### config.mk
export PLATFORM = sky130hd
export DESIGN_NAME = multiplexor_7seg
export DESIGN_NICKNAME = d
export VERILOG_FILES = /design/src/rtl/multiplexor_7seg_pkg.sv /design/src/rtl/multiplexor_7seg_decod.sv /design/src/rtl/multiplexor_7seg.sv
export SDC_FILE = /design/constraint.sdc
export NUM_CORES = 1
export LEC_CHECK = 0
export CORE_MARGIN = 5
export CORE_UTILIZATION = 35
export CTS_BUF_LIST = sky130_fd_sc_hd__clkbuf_8
export DETAILED_ROUTE_END_ITERATION = 8
export PLACE_DENSITY = 0.57
export SLEW_MARGIN = 20
export SYNTH_ARGS = -nofsm -noshare
export SYNTH_HDL_FRONTEND = slang
export SYNTH_SLANG_ARGS = --single-unit
### constraint.sdc
create_clock -name clk -period 1.71 [get_ports clk]
set_input_delay 0.513 -clock clk [delete_from_list [all_inputs] [get_ports clk]]
set_output_delay 0.513 -clock clk [all_outputs]
set_load 0.02 [all_outputs]
### src/rtl/multiplexor_7seg_pkg.sv
// Shared constants for the three-digit multiplexed 7-segment driver:
// active-low segment patterns, active-low anode patterns and scan states.
package multiplexor_7seg_pkg;

  // Segment order is {g,f,e,d,c,b,a}; a 0 lights the segment.
  localparam logic [6:0] SEG_0       = 7'h40;
  localparam logic [6:0] SEG_1       = 7'h79;
  localparam logic [6:0] SEG_2       = 7'h24;
  localparam logic [6:0] SEG_3       = 7'h30;
  localparam logic [6:0] SEG_4       = 7'h19;
  localparam logic [6:0] SEG_5       = 7'h12;
  localparam logic [6:0] SEG_6       = 7'h02;
  localparam logic [6:0] SEG_7       = 7'h78;
  localparam logic [6:0] SEG_8       = 7'h00;
  localparam logic [6:0] SEG_9       = 7'h10;
  localparam logic [6:0] SEG_GUION   = 7'h3F;
  localparam logic [6:0] SEG_APAGADO = 7'h7F;

  localparam logic [2:0] AN_U   = 3'b110;
  localparam logic [2:0] AN_D   = 3'b101;
  localparam logic [2:0] AN_C   = 3'b011;
  localparam logic [2:0] AN_OFF = 3'b111;

  typedef enum logic [1:0] {
    S_U = 2'd0,
    S_D = 2'd1,
    S_C = 2'd2
  } estado_t;

endpackage

### src/rtl/multiplexor_7seg_decod.sv
// BCD nibble to active-low 7-segment pattern; nibbles 10..15 show a dash.
module decod_7seg
  import multiplexor_7seg_pkg::*;
(
  input  logic [3:0] nibble_i,
  output logic [6:0] seg_o
);

  always_comb begin
    seg_o = SEG_GUION;
    case (nibble_i)
      4'd0:    seg_o = SEG_0;
      4'd1:    seg_o = SEG_1;
      4'd2:    seg_o = SEG_2;
      4'd3:    seg_o = SEG_3;
      4'd4:    seg_o = SEG_4;
      4'd5:    seg_o = SEG_5;
      4'd6:    seg_o = SEG_6;
      4'd7:    seg_o = SEG_7;
      4'd8:    seg_o = SEG_8;
      4'd9:    seg_o = SEG_9;
      default: seg_o = SEG_GUION;
    endcase
  end

endmodule

### src/rtl/multiplexor_7seg.sv
// Three-digit common-anode display scanner: latches BCD digits on load,
// cycles units/tens/hundreds every DIV clocks, with leading-zero blanking.
module multiplexor_7seg
  import multiplexor_7seg_pkg::*;
#(
  parameter int unsigned DIV = 50000
) (
  input  logic       clk,
  input  logic       rst,
  input  logic       load,
  input  logic [3:0] Centenas,
  input  logic [3:0] Decenas,
  input  logic [3:0] Unidades,
  input  logic       blank_ceros,
  output logic [6:0] seg,
  output logic [2:0] an
);

  // DIV=1 still needs a 1-bit counter so the compare stays well-formed.
  localparam int unsigned CW = (DIV > 1) ? $clog2(DIV) : 1;

  logic [3:0]    dig_c_q, dig_d_q, dig_u_q;
  logic [CW-1:0] cnt_q;
  estado_t       estado_q;
  logic [6:0]    seg_q, seg_d;
  logic [2:0]    an_q, an_d;

  logic          tc;
  estado_t       estado_d;
  logic [3:0]    digito_sel;
  logic [2:0]    an_sel;
  logic          apagar;
  logic [6:0]    seg_dec;

  assign tc = (cnt_q == CW'(DIV - 1));

  always_comb begin
    digito_sel = dig_u_q;
    an_sel     = AN_U;
    apagar     = 1'b0;
    estado_d   = S_U;
    case (estado_q)
      S_U: begin
        estado_d = S_D;
      end
      S_D: begin
        digito_sel = dig_d_q;
        an_sel     = AN_D;
        apagar     = blank_ceros && (dig_c_q == 4'd0) && (dig_d_q == 4'd0);
        estado_d   = S_C;
      end
      S_C: begin
        digito_sel = dig_c_q;
        an_sel     = AN_C;
        apagar     = blank_ceros && (dig_c_q == 4'd0);
        estado_d   = S_U;
      end
      default: begin
        estado_d = S_U;
      end
    endcase
  end

  decod_7seg u_decod (
    .nibble_i (digito_sel),
    .seg_o    (seg_dec)
  );

  assign seg_d = apagar ? SEG_APAGADO : seg_dec;
  assign an_d  = apagar ? AN_OFF : an_sel;

  // seg and an share one register stage so they switch on the same edge.
  always_ff @(posedge clk) begin
    if (rst) begin
      dig_c_q  <= 4'd0;
      dig_d_q  <= 4'd0;
      dig_u_q  <= 4'd0;
      cnt_q    <= '0;
      estado_q <= S_U;
      seg_q    <= SEG_APAGADO;
      an_q     <= AN_OFF;
    end else begin
      if (load) begin
        dig_c_q <= Centenas;
        dig_d_q <= Decenas;
        dig_u_q <= Unidades;
      end
      cnt_q <= tc ? '0 : cnt_q + 1'b1;
      if (tc) begin
        estado_q <= estado_d;
      end
      seg_q <= seg_d;
      an_q  <= an_d;
    end
  end

  assign seg = seg_q;
  assign an  = an_q;

endmodule

==> implementation parameters, run 1 <==
Parameter                              Value

Outcome
  Outcome    finished clean

CTS
  Clock Path Buffers    2
  Count of clock tree sinks    40
  Total clock buffers created by CTS    5
  Clock H-tree levels    2
  Clock insertion delay at the later pin of the skew report    300 ps
  Clock root buffer    sky130_fd_sc_hd__clkbuf_8
  Clock tree from TritonCTS    built
  Hold-fix buffers at CTS    0
  Clock transition at the registers of the reported paths    80 ps

Finish
  Number of nets at the end of the flow    250
  Layout cells sized above 1    about 22%
  Post-route non-filler standard cell count    297
  Highest-count cells in the layout ignoring fill and taps    38 x sky130_fd_sc_hd__dfxtp_1, 33 x sky130_fd_sc_hd__nor2_1, 15 x sky130_fd_sc_hd__clkdlybuf4s50_1
  Antenna cells    0
  FILL cells    around 490
  Synth-to-Final Area Change    32.9%
  Commonest non-fill, non-tap cell in the layout    sky130_fd_sc_hd__dfxtp_1

STA
  Number of endpoints failing setup at the final stage    0
  Tightest Pin Transition    360 ps
  Max-slew headroom    between 70% and 80%
  Final Slew Violations    0
  Final period util    94.3%
  Final worst clock skew    8.19 ps
  Final Critical Period    1610 ps
  Minimum hold slack    502 ps
  Max Fclk    ~0.62 GHz
  Final hold violation count    0

Route
  Average wire per cell in the routed design    12.2 um
  Number of vias in the routed layout    1420
  TritonRoute pass-1 iters    4
  DRC Markers    0
  DRT Wirelength    3640 um
  Number of DRC markers after the initial detailed-route iteration    115
  Vias per Instance    4.78
  Post-DRT Antenna Nets    0

Flow run
  Max-capacitance violation count    0

Worst setup path
  CP peak stage delay    370 ps
  Critical path startpoint category    flop
  CP Max Fanout    6
  CP required    1920 ps
  Worst setup EP type    flop
  Setup slack of the most critical reg-to-reg path    100 ps
  Setup CP Type    reg2reg
  Cell-by-cell trace of the critical path    inv_2, ha_4, nor2_1, a21oi_2, inv_1, ha_1, o2111ai_1
  Crit path max-delay family    adder cells
  Crit path buffers/inverters    2
  Arrival time of data at the critical path endpoint    1820 ps
  Slowest-stage cell, CP    sky130_fd_sc_hd__dfxtp_4

Yosys
  Syn_area_per_cell    9.69 sq um
  Seq cells post-synth    40
  Gate Count Post-Synth    185
  Library cells used by synthesis    43
  Number of enable flip-flop cells after synthesis    0
  Yosys warnings    0
  Synthesized area    1790 sq um
  Predominant post-synthesis flop cell    sky130_fd_sc_hd__dfxtp_1
  Fraction of registers with async set or reset after synthesis    0%
  Seq/Total Area, Yosys    44.7%
  Mapped Nets    209

Worst hold path
  Tightest Hold Check Type    reg2reg

Floorplan
  Die Y    81.6 um
  Io pins    26
  Starting Density    35.6%
  Placeable Area    5040 sq um
  Die Area    6650 sq um
  Width of the die    81.6 um
  Rows    26

Global route
  Met1 Usage GRT    16.5%
  GRT Max-Usage Layer    met2
  Overall overflow remaining after global route    0
  Number of global-route vias before repair    1280
  Largest net degree at the start of global routing    16
  Met2 Track Usage GR    16.9%
  Antenna violations before repair    0
  GR Util All Layers    12.0%
  First-pass GRT wire length    6150 um
  Global-route met3 utilization    roughly 4.2%

Pwr
  Static power due to leakage    0.942 nW
  Power per cell area    781 nW/um^2
  Peak ir drop on the vdd network    0.491 mV

Placed design
  Weighted congestion at the end of routability-driven global placement    0.768
  DPL Wire Length    ~2700 um
  Number of placed instances with taps included    288
  Count of buffers from port buffering    25
-- tightest hold or removal path: cells and delay by family, from the launching register on --
kind             cells  cell delay [ps]
DFF                  1              330
muxes                1               70
and+or+nand+nor      1               70
-- per-layer routing --
layer / wire (um) / share of wire (%) / up-vias
li1: - / - / 735
met1: 1830 / 50 / 656
met2: 1580 / 43 / 22
met3: 171 / 4.7 / 7
met4: 62 / 1.7 / 0
met5: 0 / 0 / -
-- layout make-up --
cell class                      instances  area (sq um)  area share (%)
Clock inverter                          2          11.3           0.472
Multi-Input combinational cell        133          1010            42.4
Clock buffer                            6          82.6            3.46
Inverter                                7          26.3            1.10
Tap cell                               70          87.6            3.67
Timing Repair Buffer                   39           359            15.1
Sequential cell                        40           806            33.8
-- power breakdown --
| group | internal, mW | total, mW | switching (mW) |
|---|---|---|---|
| clock | 0.322 | 0.654 | 0.332 |
| sequential | 0.969 | 0.992 | 0.0235 |
| combinational | 0.108 | 0.214 | 0.106 |
| total | 1.40 | 1.86 | 0.462 |
-- logic make-up after synthesis --
kind of cell             share of synthesized area [%]
AO/OA/AOI/OAI                                     10.6
adder cells (fa/ha/maj)                           5.58
buffers and inverters                             3.07
AND/OR/NAND/NOR                                   22.4
flip-flops                                        44.7
XOR/XNOR                                          5.86
multiplexers                                      7.82
-- cell usage after synthesis (all sizes together) (6+ instances only) --
cell   count  area, sq um
a21oi      6         41.3
dfxtp     40          801
ha         8          100
inv        7         26.3
mux2i     14          140
nand2      6         22.5
nand3      7         35.0
nand4      9         68.8
nor2      34          130
xnor2      8         70.1
-- registers in the layout (all words and copies together) (netlist names) --
register  cells
cnt_q        16
seg           7
dig_c_q       4
dig_d_q       4
dig_u_q       4
an            3
estado_q      2
-- through the flow --
step / util [%] / setup TNS (ps) / total power [mW] / setup WS, ps / cell area [sq um]
after global placement: 44.1 / -14.6 / 1.23 / -4.38 / 2220
after CTS: 45.8 / 0 / 1.88 / 5.43 / 2310
after detailed placement: 44.1 / -64.6 / 1.24 / -12.7 / 2220
after global routing: 47.3 / -9.36 / 1.96 / -8.47 / 2380
after floorplan: - / 0 / 1.13 / 12.3 / 1810
final: 47.3 / 0 / 1.86 / 97.6 / 2380
-- worst paths after layout --
path	from	end	depth (start not counted)
max	estado_q[1]$_SDFFE_PP0N_	seg[3]$_SDFF_PP1_	7
min	dig_u_q[2]$_SDFFE_PP0P_	dig_u_q[2]$_SDFFE_PP0P_	2
max reg2reg	estado_q[1]$_SDFFE_PP0N_	seg[3]$_SDFF_PP1_	7
min reg2reg	dig_u_q[2]$_SDFFE_PP0P_	dig_u_q[2]$_SDFFE_PP0P_	2
-- what timing repair did --
| action | CTS | global route |
|---|---|---|
| setup buffers | 0 | 1 |
| resized for setup | 12 | 17 |
| pin swaps | 1 | 3 |
| endpoints found under the setup margin | 11 | 6 |
Power figures use the tool's default switching activity.
==> run 2, diff against run 1 <==
--- a/config.mk
+++ b/config.mk
@@ -5,11 +5,12 @@
 export SDC_FILE = /design/constraint.sdc
 export NUM_CORES = 1
 export LEC_CHECK = 0
-export CORE_MARGIN = 5
+export CORE_MARGIN = 2
 export CORE_UTILIZATION = 35
 export CTS_BUF_LIST = sky130_fd_sc_hd__clkbuf_8
 export DETAILED_ROUTE_END_ITERATION = 8
 export PLACE_DENSITY = 0.57
+export SKIP_CTS_REPAIR_TIMING = 1
 export SLEW_MARGIN = 20
 export SYNTH_ARGS = -nofsm -noshare
 export SYNTH_HDL_FRONTEND = slang
==> run 2 against run 1 <==
Against the previous run:
- sequential power about the same
- clock skew up 4.4 ps
- via count is 2.5% lower
- maximum frequency fell by 0.92%
- clock power is 13% higher
- global-route usage increased by 1.1 points
- utilization increased by 0.63 points
- non-clock buffer count stayed put
- critical path type unchanged
- largest power group unchanged
==> implementation parameters, run 2 (synthesis results as in run 1) <==
Parameter                              Value

CTS
  Clock tree from TritonCTS    built
  Clock transition at the registers of the reported paths    80 ps (about the same)
  Clock H-tree levels    2 (unchanged)
  Total clock buffers created by CTS    5 (unchanged)
  Clock root buffer    sky130_fd_sc_hd__clkbuf_8
  Count of clock tree sinks    40 (unchanged)
  Clock Path Buffers    2 (unchanged)
  Clock insertion delay at the later pin of the skew report    280 ps (-20 ps)

Placed design
  Weighted congestion at the end of routability-driven global placement    0.846 (+10%)
  Count of buffers from port buffering    25 (unchanged)
  DPL Wire Length    2570 um (-5.4%)
  Number of placed instances with taps included    287 (-0.35%)

Floorplan
  Io pins    26 (unchanged)
  Width of the die    75.6 um (-7.4%)
  Rows    26 (unchanged)
  Die Area    5710 sq um (-14%)
  Placeable Area    5010 sq um (-0.65%)
  Die Y    75.6 um (-7.4%)
  Starting Density    35.8% (+0.23 points)

Worst setup path
  Setup CP Type    reg2reg
  CP required    1880 ps (-40 ps)
  Slowest-stage cell, CP    sky130_fd_sc_hd__dfxtp_2
  Arrival time of data at the critical path endpoint    1800 ps (-20 ps)
  Critical path startpoint category    flop
  Worst setup EP type    flop
  Most numerous cell on the critical path    sky130_fd_sc_hd__inv_2
  Cell-by-cell trace of the critical path    inv_2, ha_4, nor2_1, a21o_1, inv_2, ha_2, and3_1, o21ai_0
  CP Max Fanout    7 (+1)
  Path depth of the worst reg2reg path    8 (+1)
  CP peak stage delay    370 ps (about the same)

Route
  TritonRoute pass-1 iters    4 (unchanged)
  Number of vias in the routed layout    1384 (-2.5%)
  Average wire per cell in the routed design    11.7 um (-4.5%)
  DRC Markers    0 (unchanged)
  Number of DRC markers after the initial detailed-route iteration    37 (-68%)
  Post-DRT Antenna Nets    0 (unchanged)
  Vias per Instance    4.66 (-2.5%)
  DRT Wirelength    3480 um (-4.5%)

Pwr
  Power per cell area    810 nW/um^2 (+3.8%)
  Peak ir drop on the vdd network    0.626 mV (+28%)
  Static power due to leakage    0.999 nW (+6.1%)

Global route
  Largest net degree at the start of global routing    16 (unchanged)
  GR Util All Layers    13.1% (+1.1 points)
  First-pass GRT wire length    5780 um (-6.2%)
  Overall overflow remaining after global route    0 (unchanged)
  Number of global-route vias before repair    1352 (+5.6%)
  Antenna violations before repair    0 (unchanged)

Worst hold path
  Depth of the worst hold-timing path    2 (unchanged)
  Tightest Hold Check Type    reg2reg

STA
  Minimum hold slack    502 ps (-0.191 ps)
  Final period util    95.2% (+0.87 points)
  Final worst clock skew    12.6 ps (+4.42 ps)
  Tightest Pin Transition    369 ps (+9.63 ps)
  Number of endpoints failing setup at the final stage    0 (unchanged)
  Max-slew headroom    75.2% (-0.87 points)
  Final hold violation count    0 (unchanged)
  Max Fclk    0.615 GHz (-0.92%)
  Final Critical Period    1630 ps (+14.9 ps)
  Final Slew Violations    0 (unchanged)

Finish
  Synth-to-Final Area Change    33.8%
  Post-route non-filler standard cell count    297 (unchanged)
  Number of nets at the end of the flow    250 (unchanged)
  Highest-count cells in the layout ignoring fill and taps    38 x sky130_fd_sc_hd__dfxtp_1, 33 x sky130_fd_sc_hd__nor2_1, 15 x sky130_fd_sc_hd__clkdlybuf4s50_1
  Antenna cells    0 (unchanged)
  Largest register FFs    16 (unchanged)
  Layout cells sized above 1    20.3% (-1.8 points)
  Top reg by flops    cnt_q
  Commonest non-fill, non-tap cell in the layout    sky130_fd_sc_hd__dfxtp_1

Outcome
  Outcome    finished clean

Flow run
  Max-capacitance violation count    0 (unchanged)
[run 2: per-layer routing]
| metal | up-vias | part of all wire (%) | global-route usage, % |
|---|---|---|---|
| li1 | 733 | - | - |
| met1 | 633 | 49 | 16.7 |
| met2 | 16 | 48 | 21.4 |
| met3 | 2 | 2.8 | 3.97 |
| met4 | 0 | 0.78 | 3.90 |
| met5 | - | 0 | 0 |
[run 2: report_power, final]
| group | internal (mW) | switching, mW |
|---|---|---|
| logic | 0.112 | 0.102 |
| clock network | 0.427 | 0.310 |
| registers | 0.970 | 0.0227 |
| total | 1.51 | 0.435 |
[run 2: through the flow]
stage	worst slack, ps	TNS [ps]	util [%]	power [mW]	cell area [sq um]
6_report	82.7	0	47.9	1.94	2400
5_1_grt	-6.28	-6.28	47.9	2.04	2400
4_1_cts	-30.3	-97.4	46.4	1.97	2320
3_5_place_dp	16.7	0	44.3	1.23	2220
3_3_place_gp	39.1	0	44.3	1.23	2220
2_1_floorplan	12.3	0	-	1.13	1810
[run 2: final timing paths]
path | start | to | slack [ps]
max | estado_q[1]$_SDFFE_PP0N_ | seg[4]$_SDFF_PP1_ | 80
min | dig_u_q[3]$_SDFFE_PP0P_ | dig_u_q[3]$_SDFFE_PP0P_ | 500
max reg2reg | estado_q[1]$_SDFFE_PP0N_ | seg[4]$_SDFF_PP1_ | 80
min reg2reg | dig_u_q[3]$_SDFFE_PP0P_ | dig_u_q[3]$_SDFFE_PP0P_ | 500
[run 2: area by class of cell]
cell class / instances / area [sq um]
inverter: 7 / 26.3
fill: 500 / 2610
sequential: 40 / 803
multi-input combinational: 133 / 982
clock buffer: 5 / 68.8
tap: 70 / 87.6
clock inverter: 3 / 38.8
timing repair buffer: 39 / 393
[run 2: worst max-delay path: cells and delay by family, from the launching register on]
family          cells  cell delay [ps]
compound gates      2              250
fa+ha+maj           2              510
flops               1              370
buf+inv             2              200
simple gates        2              170
